`src/rtl/palette_ctrl_if.sv`:
```
// CPU-side bus of the palette controller: the shadow-write handshake and the commit control.
interface palette_ctrl_if;
  logic        wr_req;
  logic [2:0]  wr_idx;
  logic [11:0] wr_color;
  logic        wr_ack;
  logic        wr_err;
  logic        commit_req;
  logic        commit_busy;
  logic        commit_done;

  modport master (
    output wr_req, wr_idx, wr_color, commit_req,
    input  wr_ack, wr_err, commit_busy, commit_done
  );

  modport slave (
    input  wr_req, wr_idx, wr_color, commit_req,
    output wr_ack, wr_err, commit_busy, commit_done
  );
endinterface

```
`src/rtl/palette_ctrl.sv`:
```
// Shadow/active six-entry palette. Shadow is copied to active only at frame_end after a
// commit request, so the visible palette never changes mid-frame.
module palette_ctrl (
  input  logic        clk,
  input  logic        reset,
  palette_ctrl_if.slave bus,
  input  logic        frame_end,
  input  logic        video_on,
  input  logic [1:0]  world_pixel,
  input  logic [1:0]  icon,
  output logic [3:0]  vgaRed,
  output logic [3:0]  vgaGreen,
  output logic [3:0]  vgaBlue
);

  localparam int NUM_ENTRIES = 6;

  typedef enum logic [1:0] {IDLE, ARMED, COPY} state_t;

  state_t      state_reg, state_next;
  logic [2:0]  k_reg, k_next;
  logic        rearm_reg, rearm_next;
  logic        done_reg, done_next;
  logic        ack_reg, err_reg;
  logic [11:0] pix_reg, pix_next;
  logic [2:0]  sel;
  logic        wr_accept;
  logic [NUM_ENTRIES*12-1:0] active_vec;

  function automatic logic [11:0] reset_color(input int idx);
    case (idx)
      0:       reset_color = 12'h495;
      1:       reset_color = 12'hFC6;
      2:       reset_color = 12'hB20;
      4:       reset_color = 12'hD80;
      5:       reset_color = 12'hFB9;
      default: reset_color = 12'h000;
    endcase
  endfunction

  // The previous-cycle ack blocks back-to-back acceptance while the requester drops wr_req.
  assign wr_accept = bus.wr_req && (state_reg != COPY) && !ack_reg;

  always_comb begin
    state_next = state_reg;
    k_next     = k_reg;
    rearm_next = rearm_reg;
    done_next  = 1'b0;
    case (state_reg)
      IDLE: begin
        if (bus.commit_req) state_next = ARMED;
      end
      ARMED: begin
        if (frame_end) begin
          state_next = COPY;
          k_next     = 3'd0;
        end
      end
      COPY: begin
        if (bus.commit_req) rearm_next = 1'b1;
        if (k_reg == 3'd5) begin
          state_next = (rearm_reg || bus.commit_req) ? ARMED : IDLE;
          rearm_next = 1'b0;
          done_next  = 1'b1;
          k_next     = 3'd0;
        end else begin
          k_next = k_reg + 3'd1;
        end
      end
      default: state_next = IDLE;
    endcase
  end

  always_ff @(posedge clk) begin
    if (reset) begin
      state_reg <= IDLE;
      k_reg     <= 3'd0;
      rearm_reg <= 1'b0;
      done_reg  <= 1'b0;
      ack_reg   <= 1'b0;
      err_reg   <= 1'b0;
      pix_reg   <= 12'h000;
    end else begin
      state_reg <= state_next;
      k_reg     <= k_next;
      rearm_reg <= rearm_next;
      done_reg  <= done_next;
      ack_reg   <= wr_accept;
      err_reg   <= wr_accept && (bus.wr_idx > 3'd5);
      pix_reg   <= pix_next;
    end
  end

  genvar gi;
  generate
    for (gi = 0; gi < NUM_ENTRIES; gi++) begin : g_entry
      logic [11:0] shadow_reg;
      logic [11:0] active_reg;

      always_ff @(posedge clk) begin
        if (reset) begin
          shadow_reg <= reset_color(gi);
          active_reg <= reset_color(gi);
        end else begin
          if (wr_accept && (bus.wr_idx == 3'(gi))) shadow_reg <= bus.wr_color;
          if ((state_reg == COPY) && (k_reg == 3'(gi))) active_reg <= shadow_reg;
        end
      end

      assign active_vec[gi*12 +: 12] = active_reg;
    end
  endgenerate

  // Icons overlay the map; the reserved map code falls back to background.
  always_comb begin
    sel = 3'd0;
    if (icon != 2'd0) begin
      sel = 3'd2 + {1'b0, icon};
    end else if (world_pixel != 2'd3) begin
      sel = {1'b0, world_pixel};
    end
    pix_next = video_on ? active_vec[int'(sel)*12 +: 12] : 12'h000;
  end

  assign vgaRed          = pix_reg[11:8];
  assign vgaGreen        = pix_reg[7:4];
  assign vgaBlue         = pix_reg[3:0];
  assign bus.wr_ack      = ack_reg;
  assign bus.wr_err      = err_reg;
  assign bus.commit_busy = (state_reg != IDLE);
  assign bus.commit_done = done_reg;

endmodule

```
`src/flat_wrapper.sv`:
```
// flat-port wrapper written by rule: the top's interface ports become plain ports
module palette_ctrl_flat 
  (clk, reset, frame_end, video_on, world_pixel, icon, vgaRed, vgaGreen, vgaBlue, bus_wr_req, bus_wr_idx, bus_wr_color, bus_commit_req, bus_wr_ack, bus_wr_err, bus_commit_busy, bus_commit_done);
  palette_ctrl_if bus_i ();
  input  logic clk;
  input  logic reset;
  input  logic frame_end;
  input  logic video_on;
  input  logic [1:0] world_pixel;
  input  logic [1:0] icon;
  output logic [3:0] vgaRed;
  output logic [3:0] vgaGreen;
  output logic [3:0] vgaBlue;
  input wire logic [$bits(bus_i.wr_req)-1:0] bus_wr_req;
  input wire logic [$bits(bus_i.wr_idx)-1:0] bus_wr_idx;
  input wire logic [$bits(bus_i.wr_color)-1:0] bus_wr_color;
  input wire logic [$bits(bus_i.commit_req)-1:0] bus_commit_req;
  output wire logic [$bits(bus_i.wr_ack)-1:0] bus_wr_ack;
  output wire logic [$bits(bus_i.wr_err)-1:0] bus_wr_err;
  output wire logic [$bits(bus_i.commit_busy)-1:0] bus_commit_busy;
  output wire logic [$bits(bus_i.commit_done)-1:0] bus_commit_done;
  assign bus_i.wr_req = bus_wr_req;
  assign bus_i.wr_idx = bus_wr_idx;
  assign bus_i.wr_color = bus_wr_color;
  assign bus_i.commit_req = bus_commit_req;
  assign bus_wr_ack = bus_i.wr_ack;
  assign bus_wr_err = bus_i.wr_err;
  assign bus_commit_busy = bus_i.commit_busy;
  assign bus_commit_done = bus_i.commit_done;
  palette_ctrl u_core (.clk(clk), .reset(reset), .bus(bus_i), .frame_end(frame_end), .video_on(video_on), .world_pixel(world_pixel), .icon(icon), .vgaRed(vgaRed), .vgaGreen(vgaGreen), .vgaBlue(vgaBlue));
endmodule
```
`config.mk`:
```
export PLATFORM = sky130hd
export DESIGN_NAME = palette_ctrl_flat
export DESIGN_NICKNAME = d
export VERILOG_FILES = /design/src/rtl/palette_ctrl_if.sv /design/src/rtl/palette_ctrl.sv /design/src/flat_wrapper.sv
export SDC_FILE = /design/constraint.sdc
export NUM_CORES = 1
export LEC_CHECK = 0
export ABC_AREA = 0
export BUFFER_PORTS_ARGS = -buffer_cell sky130_fd_sc_hd__buf_4
export CORE_ASPECT_RATIO = 1.25
export CORE_MARGIN = 3
export CORE_UTILIZATION = 54
export CTS_CLUSTER_SIZE = 12
export DETAILED_ROUTE_END_ITERATION = 10
export PLACE_DENSITY = 0.75
export SETUP_SLACK_MARGIN = 0.02
export SLEW_MARGIN = 25
export SYNTH_ARGS = -nofsm -noshare
export SYNTH_HDL_FRONTEND = slang
export SYNTH_SLANG_ARGS = --single-unit
```
`constraint.sdc`:
```
create_clock -name clk -period 1.6 [get_ports clk]
set_input_delay 0.32 -clock clk [delete_from_list [all_inputs] [get_ports clk]]
set_output_delay 0.32 -clock clk [all_outputs]
set_load 0.05 [all_outputs]
```
# --- Word-level counts from Yosys, hierarchy flattened ---
# Cells that the tools add are included.
totals:
  mem_bits_rw: 0
  out_inout_bits: 16
  latchBits: 0
  wordCells: 85
  n_memories: 0
  rom_bits: 0
  input_bits: 25
  regBits: 165
classes:
  multipliers: 1
  magnitude_cmp: 1
  mux: 13
  n_reduce_logical: 29
  n_addsub: 2
  shifts: 1
  eq_ne: 17
  bitwise: 2
  n_div: 0
op_table:
  columns: ["op", "count"]
  rows:
  - ["72-bit by 32-bit indexed part select with 12-bit output", 1]
  - ["1-bit logical AND", 15]
  - ["3-bit by 2-bit == test with 1-bit output (second input constant)", 4]
  - ["3-bit == test (second input constant)", 4]
  - ["2-bit != test (second input constant)", 5]
  - ["3-bit two-way mux", 3]
  - ["2-bit two-way mux", 4]
  - ["2-bit nonzero test", 4]
  - ["3-bit by 1-bit == test with 1-bit output (second input constant)", 2]
  - ["3-bit zero test", 2]
  - ["2-bit case mux with 3 select lines", 1]
  - ["3-bit case mux with 2 select lines", 1]
  - ["3-bit by 2-bit multiplier with 5-bit output (second input constant)", 1]
  - ["1-bit two-way mux", 4]
  - ["2-bit AND reduction", 2]
  - ["2-bit OR reduction", 2]
  - ["2-bit by 2-bit adder with 3-bit output (first input constant)", 1]
  - ["3-bit by 1-bit adder with 3-bit output (second input constant)", 1]
  - ["3-bit > comparator (second input constant)", 1]
  - ["3-bit AND reduction", 1]
  - ["2-bit by 1-bit == test with 1-bit output (second input constant)", 1]
  - ["2-bit == test (second input constant)", 1]
  - ["2-bit zero test", 1]
  - ["1-bit inverter", 2]
  - ["2 further kinds", 2]

# --- Longest topological paths before layout ---
depth:
  word_depth: 5
  mapped_depth: 8
  ltp_nobuf: 5

# --- Worst setup path before layout ---
# No wires, ideal clock.
synth_path:
  path_type: "reg2reg"
  start: "register u_core.ack_reg (netlist: u_core.bus.wr_ack)"
  end: "register u_core.g_entry[1].shadow_reg[11]"
  required_time_ns: 1.478
  n_path_buf: 2
  slack_ns: -0.140
  arrival_time_ns: 1.618
  period_less_slack_ns: 1.740
  setup_ns: 0.122
  stages_incl_launch_ff: 6
  cell_sequence: "dfxtp_1 > nand2b_1 > buf_6 > or4_4 > buf_6 > mux2i_1"
synth_between:
  elab_chain_len: 3
synth_rtl:
  columns: ["element", "line", "text"]
  rows:
  - ["from (decl)", "palette_ctrl.sv:24", "logic ack_reg, err_reg;"]
  - ["from (signal assigned)", "palette_ctrl.sv:88", "ack_reg <= wr_accept;"]
  - ["1-bit zero test", "palette_ctrl.sv:42", "assign wr_accept = bus.wr_req && (state_reg != COPY) && !ack_reg;"]
  - ["1-bit logical AND", "palette_ctrl.sv:42", null]
  - ["1-bit logical AND", "palette_ctrl.sv:105", "if (wr_accept && (bus.wr_idx == 3'(gi))) shadow_reg <= bus.wr_color;"]
  - ["to (signal assigned)", "palette_ctrl.sv:102", "shadow_reg <= reset_color(gi);"]
  - ["to (signal assigned)", "palette_ctrl.sv:105", null]
  - ["to (decl)", "palette_ctrl.sv:97", "logic [11:0] shadow_reg;"]
# No other way between the ends.
# A chain may end at the register's enable or synchronous reset.

# --- Worst setup path in the final report ---
layout_path:
  start: "register u_core.state_reg[0]"
  end: "register u_core.g_entry[0].shadow_reg[0]"
layout_between:
  elab_chain_len: 4
layout_rtl:
  columns: ["element", "line", "text"]
  rows:
  - ["from (decl)", "palette_ctrl.sv:20", "state_t state_reg, state_next;"]
  - ["from (signal assigned)", "palette_ctrl.sv:84", "state_reg <= state_next;"]
  - ["2-bit != test", "palette_ctrl.sv:42", null]
  - ["1-bit logical AND (2 in a row)", "palette_ctrl.sv:42", null]
  - ["1-bit logical AND", "palette_ctrl.sv:105", null]
  - ["to (signal assigned)", "palette_ctrl.sv:102", null]
  - ["to (signal assigned)", "palette_ctrl.sv:105", null]
  - ["to (decl)", "palette_ctrl.sv:97", null]
# No other way between the ends.

==> Flow_metrics.wiki <==
{| class="wikitable"
! Metric !! Value
|-
| Most common cell after layout, fill and taps aside || sky130_fd_sc_hd__dfxtp_1
|-
| Required time of the worst setup path || 1940 ps
|-
| Headroom to the max-slew limit || 0.6232
|-
| Number of distinct library cell variants in the gate-level netlist after synthesis || 54
|-
| Leakage power || 3.064 nW
|-
| Register bit total from synthesis || 165
|-
| Routed met2 length || 9279 µm
|-
| Path type of the worst setup path || register to register
|-
| Instance count of the mapped netlist || 766
|-
| Cell row count || 45
|-
| Core occupancy in the finished layout || 0.6635
|-
| Number of maximum-capacitance violations || 0
|-
| Power density of the placed cells || 1092 mW/mm²
|-
| Number of levels the H-tree was split into || 4
|-
| Core outline area || 0.01239 mm²
|-
| Synth Cell Area || 0.006974 mm²
|-
| DR top layer || met4
|-
| Post-Route WL || 19,700 µm
|-
| Largest area contributor in the netlist || sky130_fd_sc_hd__dfxtp_1
|-
| IO buf count || 40
|-
| Number of nets at the end of the flow || 824
|-
| Wire length of the first global-routing pass || 30,670 µm
|-
| Clock skew || 12.06 ps
|-
| Horizontal extent of the die || 107.6 µm
|-
| Worst-path maximum fanout || 9
|-
| Portion of the clock cycle consumed by the worst path in the final layout || 1.036
|-
| Result of the run || finished with violations
|-
| Final setup vio count || 3
|-
| Fraction of registers with async set/reset || 0
|-
| Count of boundary I/O pins || 41
|-
| Via/cell ratio || 6.334
|-
| Initial antenna violation count || 0
|-
| Clock-pin slew on the worst setup and hold paths || 70 ps
|-
| Average footprint of a synthesized cell || 9.105 µm²
|-
| Transition time at the pin with the least slew margin || 564.5 ps
|-
| Hold-fix buffer count after cts || 0
|-
| Post-Synthesis Net Count || 792
|-
| TritonCTS clock tree || built
|-
| Sort of element at the start of the critical path || register
|-
| Critical register-to-register path startpoint || u_core.state_reg[0]
|-
| Violated checks || setup timing
|-
| Initial core utilization || 0.5630
|-
| Ratio of cells with drive above 1 in the final layout || 0.1879
|-
| Diode insertion count for antenna repair || 0
|-
| Number of vias in the routed layout || 6,163
|-
| Number of buffers created by CTS || 17
|-
| Routed len/inst || 20.25 µm
|-
| Detailed Routing Iterations Pass 1 || 5
|-
| Hold path startpoint || bus_commit_req
|-
| EDFF count, synth || 0
|-
| Portion of the post-synthesis area used by sequential elements || 0.4736
|-
| Die span in y || 133.1 µm
|-
| Clock root buffer master || sky130_fd_sc_hd__clkbuf_16
|-
| Dominant synthesized flop cell || sky130_fd_sc_hd__dfxtp_1
|-
| Maximum buffer depth of the clock tree || 2
|-
| Capturing element type of the critical path || register
|-
| Setup repair after global routing missed its margin || true
|-
| Overflow left after global routing || 0
|-
| DP Wirelength || 13,480 µm
|-
| Final min period || 1658 ps
|-
| Data arrival at the endpoint of the critical path || 2000 ps
|-
| Final hold violation count || 0
|-
| Final GP Congestion || 0.8582
|-
| Met1 wire length || 8023 µm
|-
| Number of global-route vias before repair || 5,648
|-
| Detailed route wirelength on metal3 || 1790 µm
|-
| Max Freq || 603.2 MHz
|-
| Place WS || -13.85 ps
|-
| Proportion of netlist area held by the largest area contributor || 0.4736
|-
| Aggregate global-route resource usage || 0.2777
|-
| Final-report max-slew violation count || 0
|-
| Worst setup path startpoint || u_core.state_reg[0]
|-
| Largest net degree at the start of global routing || 41
|-
| Insertion delay of the later-clocked pin in the worst-skew pair || 430 ps
|-
| First DRT Iteration DRCs || 524
|-
| Leading cell types in the layout, fill and taps excluded || sky130_fd_sc_hd__dfxtp_1, sky130_fd_sc_hd__buf_4, sky130_fd_sc_hd__mux2i_1
|-
| Type of the tightest min-delay check || input port to register
|-
| Synth Warn # || 0
|-
| Synthesis-to-finish area growth || 17.85%
|-
| Leading post-synthesis cells by cell area || sky130_fd_sc_hd__dfxtp_1, sky130_fd_sc_hd__mux2i_1, sky130_fd_sc_hd__a21oi_1
|-
| # clock sinks || 165
|-
| Slack of the critical path || -57.87 ps
|-
| DR DRC count || 0
|-
| Number of antenna-violating nets in the routed design || 0
|-
| Worst vdd ir || 0.6246 mV
|-
| Die Area || 0.01432 mm²
|}
kinds of logic after synthesis:
group                      count (synthesis)  share of synthesized area
DFF                                      165                     0.4736
AOI/OAI and AO/OA                        197                     0.1712
muxes                                     79                     0.1154
and+or+nand+nor                          241                     0.1821
adders and majority gates                  1                   0.001794
buffers and inverters                     82                    0.05472
xor gates and xnor gates                   1                   0.001256
per-stage QoR:
| stage | instances | hold slack [ps] | power (mW) | cell area (µm²) | setup TNS, ps |
|---|---|---|---|---|---|
| after floorplan | 766 | 425.9 | 4.794 | 6985 | 0 |
| after global placement | 936 | 438.3 | 5.065 | 7540 | 0 |
| after detailed placement | 936 | 447.0 | 5.085 | 7540 | -40.17 |
| after CTS | 969 | 128.6 | 8.971 | 8140 | -67.99 |
| after global routing | 973 | 147.0 | 9.213 | 8219 | -377.7 |
| final | 973 | 136.7 | 8.971 | 8219 | -89.19 |
layout make-up:
cell class	instances	area, µm²
fillers	1014	4168
clock inverters	11	127.6
repair buffers	89	790.8
clock buffers	19	432.9
inverters	6	22.52
well taps	164	205.2
multi-input cells	519	3328
flip-flops and latches	165	3312
worst max-delay path, stage by stage (launching register included):
cell and delay (ps):
sky130_fd_sc_hd__dfxtp_4 370, sky130_fd_sc_hd__buf_4 130, sky130_fd_sc_hd__or2b_1 290, sky130_fd_sc_hd__buf_4 230, sky130_fd_sc_hd__and3_1 290, sky130_fd_sc_hd__mux2i_1 260
routing by layer:
| metal | track usage | vias up |
|---|---|---|
| met5 | 0 | - |
| met4 | 0.1074 | 0 |
| met3 | 0.05515 | 46 |
| met2 | 0.4346 | 322 |
| met1 | 0.3774 | 2961 |
| li1 | - | 2834 |
path summary, 6_finish.rpt:
check	cells after the start	to	slack [ps]
worst max-delay path	5	u_core.g_entry[0].shadow_reg[0]	-60
worst min-delay path	3	u_core.rearm_reg	140
worst max register to register	5	u_core.g_entry[0].shadow_reg[0]	-60
worst min register to register	2	u_core.g_entry[2].shadow_reg[0]	460
synth_stat cells (all sizes together) (2+ instances only):
cell type / instances
o221ai: 11
nor3b: 4
and2: 2
nand3: 63
inv: 6
and3: 2
a31oi: 14
a22o: 3
nand2b: 15
o31ai: 11
a21oi: 64
nor3: 2
buf: 24
o21ai: 58
mux2: 11
dfxtp: 165
and3b: 2
nor4b: 2
nand3b: 5
nand4: 16
nor2b: 4
nor2: 42
or2: 2
o22a: 9
or3b: 2
o211ai: 10
clkbuf: 52
o21a: 12
nor4: 15
mux2i: 68
nand2: 58
power breakdown:
group          internal, mW  total, mW  leakage [nW]  switching [mW]
sequential             4.17       4.22          1.34          0.0425
combinational         0.305      0.827          1.46           0.522
clock                  2.29       3.93         0.266            1.64
timing repair:
action,CTS,global route
pin swaps,0,5
resized for setup,7,11
setup buffers,3,4
endpoints found under the setup margin,29,35
(Power assumes the default switching activity.)
